`config.mk`:
```
export PLATFORM = sky130hd
export DESIGN_NAME = ritc_train_aligner
export DESIGN_NICKNAME = d
export VERILOG_FILES = /design/src/rtl/glitc_ritc_pkg.sv /design/src/rtl/ritc_eye_tracker.sv /design/src/rtl/ritc_train_aligner.sv
export SDC_FILE = /design/constraint.sdc
export NUM_CORES = 1
export LEC_CHECK = 0
export CAP_MARGIN = 15
export CORE_MARGIN = 3
export CORE_UTILIZATION = 46
export CTS_CLUSTER_SIZE = 10
export DETAILED_ROUTE_END_ITERATION = 12
export GPL_ROUTABILITY_DRIVEN = 0
export PLACE_DENSITY = 0.78
export SLEW_MARGIN = 20
export SYNTH_ARGS = -nofsm -noshare
export SYNTH_HDL_FRONTEND = slang
export SYNTH_SLANG_ARGS = --single-unit
export TNS_END_PERCENT = 1
```
`constraint.sdc`:
```
create_clock -name clk_i -period 4.41 [get_ports clk_i]
set_input_delay 1.323 -clock clk_i [delete_from_list [all_inputs] [get_ports clk_i]]
set_output_delay 1.323 -clock clk_i [all_outputs]
set_load 0.01 [all_outputs]
```
`src/rtl/glitc_ritc_pkg.sv`:
```
// Shared widths, state encoding and lane/sample bit mapping for the RITC
// bit-alignment trainer.
package glitc_ritc_pkg;

  localparam int unsigned LaneW       = 6;
  localparam int unsigned TapW        = 5;
  localparam int unsigned EyeW        = 6;
  localparam int unsigned BitsPerCh   = 12;
  localparam int unsigned SampPerLane = 4;
  localparam int unsigned ChW         = SampPerLane * BitsPerCh;
  localparam int unsigned DataW       = 3 * ChW;

  localparam logic [3:0] TrainPatternDefault = 4'hA;

  typedef enum logic [3:0] {
    StIdle,
    StTrainWait,
    StLoad,
    StSettle,
    StCompare,
    StEval,
    StCenter,
    StReport,
    StFinish
  } state_e;

  // Bit of the deserialized word carrying sample samp of lane = ch*12+bit.
  function automatic logic [7:0] lane_bit_idx(input logic [LaneW-1:0] lane,
                                              input int unsigned samp);
    int unsigned l;
    l = 32'(lane);
    return 8'((l / BitsPerCh) * ChW + samp * BitsPerCh + (l % BitsPerCh));
  endfunction

endpackage

```
`src/rtl/ritc_eye_tracker.sv`:
```
// Tracks the current run of good taps for one lane and keeps the widest
// window seen so far (strictly longer replaces, so ties keep the earliest).
module ritc_eye_tracker
  import glitc_ritc_pkg::*;
(
  input  logic            clk_i,
  input  logic            rst_n_i,
  input  logic            clr_i,
  input  logic            tap_valid_i,
  input  logic            good_i,
  input  logic [TapW-1:0] tap_i,
  output logic [TapW-1:0] best_start_o,
  output logic [EyeW-1:0] best_len_o
);

  logic [TapW-1:0] run_start_q, run_start_d;
  logic [TapW-1:0] best_start_q, best_start_d;
  logic [EyeW-1:0] run_len_q, run_len_d;
  logic [EyeW-1:0] best_len_q, best_len_d;

  always_comb begin
    run_start_d  = run_start_q;
    run_len_d    = run_len_q;
    best_start_d = best_start_q;
    best_len_d   = best_len_q;
    if (clr_i) begin
      run_start_d  = '0;
      run_len_d    = '0;
      best_start_d = '0;
      best_len_d   = '0;
    end else if (tap_valid_i) begin
      if (good_i) begin
        if (run_len_q == '0) begin
          run_start_d = tap_i;
        end
        run_len_d = run_len_q + 1'b1;
        // Growing run overtakes the best as soon as it is strictly longer.
        if (run_len_d > best_len_q) begin
          best_start_d = run_start_d;
          best_len_d   = run_len_d;
        end
      end else begin
        run_len_d = '0;
      end
    end
  end

  always_ff @(posedge clk_i or negedge rst_n_i) begin
    if (!rst_n_i) begin
      run_start_q  <= '0;
      run_len_q    <= '0;
      best_start_q <= '0;
      best_len_q   <= '0;
    end else begin
      run_start_q  <= run_start_d;
      run_len_q    <= run_len_d;
      best_start_q <= best_start_d;
      best_len_q   <= best_len_d;
    end
  end

  assign best_start_o = best_start_q;
  assign best_len_o   = best_len_q;

endmodule

```
`src/rtl/ritc_train_aligner.sv`:
```
// RITC bit-alignment training sequencer: sweeps every IDELAY tap of every lane,
// loads the centre of the widest good window and reports one result per lane.
module ritc_train_aligner
  import glitc_ritc_pkg::*;
#(
  parameter int unsigned NLanes       = 36,
  parameter int unsigned NTaps        = 32,
  parameter logic [3:0]  TrainPattern = TrainPatternDefault,
  parameter int unsigned TrainSettle  = 1024,
  parameter int unsigned TapSettle    = 16,
  parameter int unsigned NSamp        = 256,
  parameter int unsigned MinEye       = 4,
  parameter int unsigned DefaultTap   = 0
) (
  input  logic             clk_i,
  input  logic             rst_n_i,
  input  logic             start_i,
  input  logic             abort_i,
  input  logic [DataW-1:0] data_i,
  output logic             train_on_o,
  output logic             dly_load_o,
  output logic [LaneW-1:0] dly_lane_o,
  output logic [TapW-1:0]  dly_tap_o,
  input  logic             dly_ack_i,
  output logic             res_wr_o,
  output logic [LaneW-1:0] res_lane_o,
  output logic [TapW-1:0]  res_tap_o,
  output logic [EyeW-1:0]  res_eye_o,
  output logic             res_ok_o,
  output logic             busy_o,
  output logic             done_o,
  output logic             fail_o
);

  localparam logic [15:0]      TrainLast = 16'(TrainSettle - 1);
  localparam logic [15:0]      TapLast   = 16'(TapSettle - 1);
  localparam logic [15:0]      SampLast  = 16'(NSamp - 1);
  localparam logic [LaneW-1:0] LastLane  = LaneW'(NLanes - 1);
  localparam logic [TapW-1:0]  LastTap   = TapW'(NTaps - 1);
  localparam logic [EyeW-1:0]  MinEyeL   = EyeW'(MinEye);
  localparam logic [TapW-1:0]  DefTap    = TapW'(DefaultTap);

  state_e           state_q, state_d;
  logic [LaneW-1:0] lane_q, lane_d;
  logic [TapW-1:0]  tap_q, tap_d;
  logic [15:0]      cnt_q, cnt_d;
  logic             good_q, good_d;
  logic             center_q, center_d;
  logic             abort_q, abort_d;
  logic             fail_q, fail_d;
  logic             res_wr_q, res_wr_d;
  logic [LaneW-1:0] res_lane_q, res_lane_d;
  logic [TapW-1:0]  res_tap_q, res_tap_d;
  logic [EyeW-1:0]  res_eye_q, res_eye_d;
  logic             res_ok_q, res_ok_d;

  logic             trk_clr, trk_valid;
  logic [TapW-1:0]  best_start;
  logic [EyeW-1:0]  best_len;
  logic [TapW-1:0]  centre_tap;
  logic             eye_ok;
  logic [3:0]       samp;

  ritc_eye_tracker u_eye_tracker (
    .clk_i        (clk_i),
    .rst_n_i      (rst_n_i),
    .clr_i        (trk_clr),
    .tap_valid_i  (trk_valid),
    .good_i       (good_q),
    .tap_i        (tap_q),
    .best_start_o (best_start),
    .best_len_o   (best_len)
  );

  always_comb begin
    samp = '0;
    for (int unsigned s = 0; s < SampPerLane; s++) begin
      samp[s[1:0]] = data_i[lane_bit_idx(lane_q, s)];
    end
  end

  // Half-width offset always fits in 5 bits, so the 5-bit sum is the truncated 6-bit sum.
  assign centre_tap = best_start + TapW'((best_len - EyeW'(1)) >> 1);
  assign eye_ok     = (best_len >= MinEyeL);

  always_comb begin
    state_d   = state_q;
    lane_d    = lane_q;
    tap_d     = tap_q;
    cnt_d     = cnt_q;
    good_d    = good_q;
    center_d  = center_q;
    abort_d   = abort_q;
    fail_d    = fail_q;
    res_wr_d  = 1'b0;
    trk_clr   = 1'b0;
    trk_valid = 1'b0;

    unique case (state_q)
      StIdle: begin
        if (start_i && !abort_i) begin
          state_d  = StTrainWait;
          lane_d   = '0;
          tap_d    = '0;
          cnt_d    = '0;
          center_d = 1'b0;
          abort_d  = 1'b0;
          fail_d   = 1'b0;
          trk_clr  = 1'b1;
        end
      end
      StTrainWait: begin
        if (cnt_q == TrainLast) begin
          state_d = StLoad;
          cnt_d   = '0;
        end else begin
          cnt_d = cnt_q + 16'd1;
        end
      end
      StLoad: begin
        if (abort_i) begin
          abort_d = 1'b1;
        end
        if (dly_ack_i) begin
          cnt_d    = '0;
          center_d = 1'b0;
          abort_d  = 1'b0;
          if (abort_q || abort_i) begin
            state_d = StIdle;
          end else if (center_q) begin
            state_d = StReport;
          end else begin
            state_d = StSettle;
          end
        end
      end
      StSettle: begin
        if (cnt_q == TapLast) begin
          state_d = StCompare;
          cnt_d   = '0;
          good_d  = 1'b1;
        end else begin
          cnt_d = cnt_q + 16'd1;
        end
      end
      StCompare: begin
        good_d = good_q & (samp == TrainPattern);
        if (cnt_q == SampLast) begin
          state_d = StEval;
          cnt_d   = '0;
        end else begin
          cnt_d = cnt_q + 16'd1;
        end
      end
      StEval: begin
        trk_valid = 1'b1;
        if (tap_q == LastTap) begin
          state_d = StCenter;
        end else begin
          tap_d   = tap_q + 1'b1;
          state_d = StLoad;
        end
      end
      StCenter: begin
        tap_d    = eye_ok ? centre_tap : DefTap;
        center_d = 1'b1;
        state_d  = StLoad;
      end
      StReport: begin
        res_wr_d = 1'b1;
        trk_clr  = 1'b1;
        if (lane_q == LastLane) begin
          state_d = StFinish;
        end else begin
          lane_d  = lane_q + 1'b1;
          tap_d   = '0;
          state_d = StLoad;
        end
      end
      StFinish: begin
        state_d = StIdle;
      end
      default: begin
        state_d = StIdle;
      end
    endcase

    // A pending load always finishes its handshake; everything else stops at once.
    if (abort_i && (state_q != StIdle) && (state_q != StLoad)) begin
      state_d  = StIdle;
      res_wr_d = 1'b0;
    end

    res_lane_d = res_wr_d ? lane_q   : res_lane_q;
    res_tap_d  = res_wr_d ? tap_q    : res_tap_q;
    res_eye_d  = res_wr_d ? best_len : res_eye_q;
    res_ok_d   = res_wr_d ? eye_ok   : res_ok_q;
    if (res_wr_d && !eye_ok) begin
      fail_d = 1'b1;
    end
  end

  always_ff @(posedge clk_i or negedge rst_n_i) begin
    if (!rst_n_i) begin
      state_q    <= StIdle;
      lane_q     <= '0;
      tap_q      <= '0;
      cnt_q      <= '0;
      good_q     <= 1'b0;
      center_q   <= 1'b0;
      abort_q    <= 1'b0;
      fail_q     <= 1'b0;
      res_wr_q   <= 1'b0;
      res_lane_q <= '0;
      res_tap_q  <= '0;
      res_eye_q  <= '0;
      res_ok_q   <= 1'b0;
    end else begin
      state_q    <= state_d;
      lane_q     <= lane_d;
      tap_q      <= tap_d;
      cnt_q      <= cnt_d;
      good_q     <= good_d;
      center_q   <= center_d;
      abort_q    <= abort_d;
      fail_q     <= fail_d;
      res_wr_q   <= res_wr_d;
      res_lane_q <= res_lane_d;
      res_tap_q  <= res_tap_d;
      res_eye_q  <= res_eye_d;
      res_ok_q   <= res_ok_d;
    end
  end

  assign train_on_o = (state_q != StIdle) && (state_q != StFinish);
  assign dly_load_o = (state_q == StLoad);
  assign dly_lane_o = lane_q;
  assign dly_tap_o  = tap_q;
  assign busy_o     = (state_q != StIdle);
  assign done_o     = (state_q == StFinish) && !abort_i;
  assign fail_o     = fail_q;
  assign res_wr_o   = res_wr_q;
  assign res_lane_o = res_lane_q;
  assign res_tap_o  = res_tap_q;
  assign res_eye_o  = res_eye_q;
  assign res_ok_o   = res_ok_q;

endmodule

```
==> results of run 1 <==
## critical path: cells and delay by family (launching register included)
kind,cells,cell delay (ns)
adder cells (fa/ha/maj),4,1.47
multiplexers,4,0.76
AO/OA/AOI/OAI,3,0.65
XOR/XNOR,1,0.41
flip-flops,1,0.38
AND/OR/NAND/NOR,2,0.28
buffers and inverters,2,0.11
## cell usage after synthesis (12+ instances only)
cell      instances
nand4_1          13
nand2_1          84
clkbuf_1         27
mux4_2           37
inv_1            38
mux2_2           21
a21oi_1          38
dfrtp_1          76
mux2i_1          60
and3_1           12
xnor2_1          20
ha_1             33
o21ai_0          37
nand3_1          28
xor2_1           14
nor2_1           59
## report_power, final
part | switching [mW] | internal (mW) | total (mW) | leakage [nW]
Sequential | 0.148 | 0.781 | 0.929 | 1.04
Clock | 0.296 | 0.609 | 0.905 | 0.176
Combinational | 0.840 | 0.831 | 1.67 | 2.76
## per-layer routing
| layer | vias up | GRT usage (%) | part of all wire [%] |
|---|---|---|---|
| met1 | 3229 | 36.75 | 44 |
| met4 | 0 | 3.993 | 1.2 |
| met3 | 21 | 2.846 | 4.6 |
| met2 | 194 | 43.56 | 50 |
| li1 | 3134 | - | - |
| met5 | - | 0 | 0 |
## final timing paths
path,from,endpoint,slack [ns],depth (start not counted)
max,dly_lane_o[5],good_q,0.25,16
max reg2reg,dly_lane_o[5],good_q,0.25,16
max in group asynchronous,rst_n_i,dly_lane_o[0],2.60,1
min reg2reg,cnt_q[0],cnt_q[0],0.50,1
min,cnt_q[0],cnt_q[0],0.50,1
min in group asynchronous,rst_n_i,res_eye_o[4],1.14,1
## layout make-up
class | count | area share (%)
multi-input cells | 601 | 50.95
repair buffers | 204 | 21.11
flip-flops and latches | 76 | 20.09
well taps | 184 | 2.431
clock buffers | 9 | 2.378
inverters | 39 | 1.559
clock inverters | 6 | 1.453
diodes | 1 | 0.02642
## metrics by stage
stage          setup slack (ns)  area [µm²]  utilization (%)  power, mW  cells
2_1_floorplan           0.07219        7143                -      2.088    765
3_3_place_gp             0.4460        9099            61.21      2.556   1104
3_5_place_dp             0.2762        9099            61.21      2.576   1104
4_1_cts                  0.2654        9462            63.65      3.509   1119
5_1_grt                 0.01862        9472            63.72      3.738   1120
6_report                 0.2464        9472            63.72      3.505   1120
## sequential cells by signal, summed over array words and instances (netlist names)
name and cells:
cnt_q 16, dly_lane_o 6, res_eye_o 6, res_lane_o 6, u_eye_tracker.best_len_o 6, u_eye_tracker.run_len_q 6
dly_tap_o 5, res_tap_o 5, u_eye_tracker.best_start_o 5, u_eye_tracker.run_start_q 5, state_q 4, abort_q 1
center_q 1, fail_o 1, good_q 1, res_ok_o 1, res_wr_o 1
## timing repair
item / CTS / global route
setup endpoints to repair: 0 / 1
gates resized for setup: 0 / 2
hold buffers: 0 / 0
## logic make-up (layout without fill, tap and decap cells)
family | count (synthesis) | in the layout | share of synthesized area [%]
AO/OA/AOI/OAI | 141 | 141 | 12.72
XOR/XNOR | 35 | 35 | 4.397
adder cells (fa/ha/maj) | 38 | 38 | 7.182
buffers and inverters | 88 | 258 | 5.955
flip-flops | 76 | 76 | 26.62
multiplexers | 122 | 122 | 24.86
other | 0 | 1 | 0
AND/OR/NAND/NOR | 265 | 265 | 18.27
==> flow_metrics.py, run 1 <==
metrics = {
    "drt": {
        "routed_via_density": 5.873,
        "drt_iter0_markers": 502,
        "routed_wl_mm": 21.69,
        "wl_per_cell_um": 19.37,
        "postRouteAntennaNets": 0,
        "vias": 6578,
        "drc": 0,
        "firstDrtPassIters": 5,
    },
    "worst_setup_path": {
        "crit_slowest_cell": "fa_1",
        "critPathArrivalTime_ns": 4.39,
        "crit_fanout": 6,
        "worst-setup-path-type": "register to register",
        "required_ns": 4.64,
        "worst_setup_path_start_kind": "register",
        "crit_path_end_kind": "register",
        "path_common_cell": "ha_1",
        "crit_chain": "ha_1 > nand2b_1 > o22ai_1 > nand2_1 > o221a_2 > ha_1 > inv_1 > fa_1 > inv_1 > ha_1 > xor2_1 > mux4_2 > mux2i_1 > mux2_2 > mux2i_1 > o41ai_2",
        "max_stage_delay_ns": 0.54,
    },
    "clock_network": {
        "cts_sinks": 76,
        "clock_latency_ns": 0.33,
        "cts_tree": "built",
        "clk_pin_slew_worst_paths_ns": 0.06,
        "clk_path_buf_depth": 2,
        "root_buffer": "clkbuf_16",
        "post_cts_buffers": 0,
        "htreeDepth": 3,
        "cts_buffers": 9,
    },
    "cells_and_area": {
        "layout_common_cells": "clkdlybuf4s50_1, nand2_1, dfrtp_1",
        "syn_to_final_growth_pct": 32.60,
        "ff_latch_area_um2": 1903,
        "nNetsFinal": 1118,
        "fill_cells": 1247,
        "drive_gt1_share_pct": 11.76,
        "multi_input_area_um2": 4826,
        "final_common_cell": "clkdlybuf4s50_1",
    },
    "global_routing": {
        "grt_first_pass_wirelength_mm": 34.67,
        "grtUsageTotal_pct": 25.81,
        "grt_overflow": 0,
        "grt_max_degree": 77,
        "grt_pass1_vias": 6560,
        "antenna_found_initial": 1,
    },
    "synth": {
        "synth_edf_count": 0,
        "synthTopCellsByArea": "dfrtp_1, mux4_2, mux2i_1",
        "synth_cell_type_count": 71,
        "yosysTopAreaCell": "dfrtp_1",
        "synth_async_sr_flop_share_pct": 100.0,
        "synth-main-ff-cell": "dfrtp_1",
        "ys_ff_latch": 76,
        "syn_nets": 952,
        "yosysSeqAreaShare_pct": 26.62,
        "syn_avg_cell_area_um2": 9.337,
        "synthesis.area_um2": 7143,
        "synth_top_area_share_pct": 26.62,
        "syn_inst": 765,
        "ys_warn_count": 0,
    },
    "power_and_ir_drop": {
        "p_per_area_nw_per_um2": 370.1,
        "p_leak_nw": 3.979,
        "ir_drop_mv": 0.3282,
    },
    "timing": {
        "slew_headroom_pct": 37.04,
        "worst_pin_slew_ns": 0.9444,
        "fin_crit_ns": 4.164,
        "rsz0062_at_grt": "no",
        "maxSlewViolCount": 0,
        "fmax_mhz": 240.2,
        "holdWs_ns": 0.4979,
        "finalClockSkew_ns": 0.007659,
        "fin_crit_sh_pct": 94.41,
        "setup_viol": 0,
        "hold_viol": 0,
        "finalSetupTns_ns": 0,
    },
    "floorplanning": {
        "coreArea_um2": 14860,
        "fp.dieH_um": 130.6,
        "start_util_pct": 48.06,
        "die_x_um": 130.6,
        "dieArea_um2": 17060,
        "rows": 44,
        "io_pins": 184,
    },
    "job": {
        "max-cap-violations": 0,
    },
    "outcome": {
        "status": "complete, no violations",
    },
    "place": {
        "numPortBuffers": 183,
        "hpwlAfterDp_mm": 16.75,
    },
    "worst_hold_path": {
        "hold_path_class": "register to register",
    },
}
(Power assumes the default switching activity.)
==> run 2, diff against run 1 <==
Clock period 4.41 ns to 3.3 ns, I/O delays scaled along.
==> flow_metrics.py, run 2 (synthesized netlist as in run 1, its figures left out) <==
metrics = {
    "drt": {
        "routed_via_density": 5.844,
        "vias": 7013,
        "routed-wl-met2_mm": 11.51,
        "firstDrtPassIters": 5,
        "highest_layer": "met4",
        "m1WireLength_mm": 9.555,
        "routed_wl_mm": 22.74,
        "wl_met3_mm": 1.197,
        "drc": 0,
        "postRouteAntennaNets": 0,
        "wl_per_cell_um": 18.95,
        "drt_iter0_markers": 543,
    },
    "timing": {
        "worst_slack_ns": -0.4128,
        "finalSetupTns_ns": -0.4128,
        "finalClockSkew_ns": 0.01197,
        "fin_crit_ns": 3.713,
        "worst_pin_slew_ns": 0.6048,
        "slew_headroom_pct": 59.68,
        "hold_viol": 0,
        "holdWs_ns": 0.5063,
        "rsz0062_at_grt": "yes",
        "maxSlewViolCount": 0,
        "fin_crit_sh_pct": 112.5,
        "setup_viol": 1,
        "fmax_mhz": 269.3,
    },
    "floorplanning": {
        "die_x_um": 130.6,
        "io_pins": 184,
        "coreArea_um2": 14860,
        "rows": 44,
        "start_util_pct": 48.06,
        "dieArea_um2": 17060,
        "fp.dieH_um": 130.6,
    },
    "power_and_ir_drop": {
        "power_mw": 4.702,
        "p_per_area_nw_per_um2": 457.0,
        "ir_drop_mv": 0.3530,
        "p_leak_nw": 4.376,
    },
    "worst_setup_path": {
        "crit_fanout": 6,
        "crit_path_end_kind": "register",
        "critPathArrivalTime_ns": 3.94,
        "rrSetupSlack_ns": -0.41,
        "required_ns": 3.53,
        "worst_setup_path_start_kind": "register",
        "worst-setup-path-type": "register to register",
    },
    "clock_network": {
        "cts_tree": "built",
        "clock_latency_ns": 0.33,
        "root_buffer": "clkbuf_16",
        "cts_sinks": 76,
        "cts_buffers": 9,
        "htreeDepth": 3,
        "clk_pin_slew_worst_paths_ns": 0.06,
        "clk_path_buf_depth": 2,
    },
    "place": {
        "place_inst": 1178,
        "hpwlAfterDp_mm": 17.54,
        "numPortBuffers": 183,
    },
    "global_routing": {
        "grt_pass1_vias": 7122,
        "antenna_found_initial": 0,
        "grt_max_degree": 47,
        "grt_first_pass_wirelength_mm": 36.47,
        "grt_overflow": 0,
        "grtUsageTotal_pct": 26.83,
    },
    "cells_and_area": {
        "drive_gt1_share_pct": 21.65,
        "largest_register": "cnt_q",
        "nNetsFinal": 1198,
        "antennaDiodeCount": 0,
        "layout_common_cells": "clkdlybuf4s50_1, buf_4, nand2_1",
        "largest_reg_flops": 16,
        "final_common_cell": "clkdlybuf4s50_1",
        "syn_to_final_growth_pct": 44.04,
        "final_cells": 1200,
    },
    "job": {
        "max-cap-violations": 0,
    },
    "outcome": {
        "violations": "setup timing",
        "status": "finished with violations",
    },
    "worst_hold_path": {
        "hold_path_class": "register to register",
    },
}
## run 2: cell count changes in the layout (fill, tap and decap cells not counted), sizes merged
cell    delta
bufinv     -3
clkinv     +1
buf       +80
inv        +2
clkbuf     +1
diode      -1
## run 2: worst paths after layout
path | cells after the start | start | end
worst max-delay path | 16 | dly_lane_o[5] | good_q
worst min-delay path | 1 | res_eye_o[2] | res_eye_o[2]
worst max register to register | 16 | dly_lane_o[5] | good_q
worst min register to register | 1 | res_eye_o[2] | res_eye_o[2]
max in group asynchronous | 2 | rst_n_i | res_tap_o[0]
min in group asynchronous | 1 | rst_n_i | res_wr_o
## run 2: per-layer routing
layer  vias to the layer above  GRT usage (%)
li1                       3307              -
met1                      3439          35.61
met2                       218          46.38
met3                        49          4.024
met4                         0          6.413
met5                         -              0
## run 2: per-stage QoR
stage	worst slack [ns]	cell area, µm²	util, %
after floorplan	-0.5609	7239	-
after global placement	-0.4019	9766	65.70
after detailed placement	-0.5789	9766	65.70
after CTS	-0.4174	10220	68.79
after global routing	-0.5558	10290	69.22
final	-0.4128	10290	69.22
## run 2: worst max-delay path, cell delays in order, from the launching register on
cell,delay [ns]
dfrtp_1,0.43
ha_4,0.30
nand2b_4,0.12
o22ai_2,0.06
nand2_2,0.10
o221a_4,0.20
ha_4,0.13
inv_2,0.03
fa_1,0.53
inv_2,0.06
ha_4,0.29
ha_1,0.35
xnor2_1,0.28
buf_4,0.17
a31o_2,0.14
nand4_1,0.11
o41ai_2,0.31
## run 2: layout make-up
type	instances	area, µm²
fill	1121	4576
sequential	76	1904
clock inverter	6	70.07
tap	184	230.2
inverter	39	147.6
timing repair buffer	284	2656
multi-input combinational	601	5041
clock buffer	10	239.0
## run 2: repair_timing
item	in CTS	in global routing
setup buffers	6	0
setup endpoints to repair	1	1
gates resized for setup	23	14
hold buffers	0	0
pin swaps	16	5
## run 2: where the power goes
group / internal [mW] / switching, mW / leakage (nW) / total [mW]
registers: 1.05 / 0.158 / 1.04 / 1.20
logic: 1.25 / 1.24 / 3.18 / 2.49
clock network: 0.612 / 0.394 / 0.153 / 1.01
total: 2.91 / 1.79 / 4.38 / 4.70
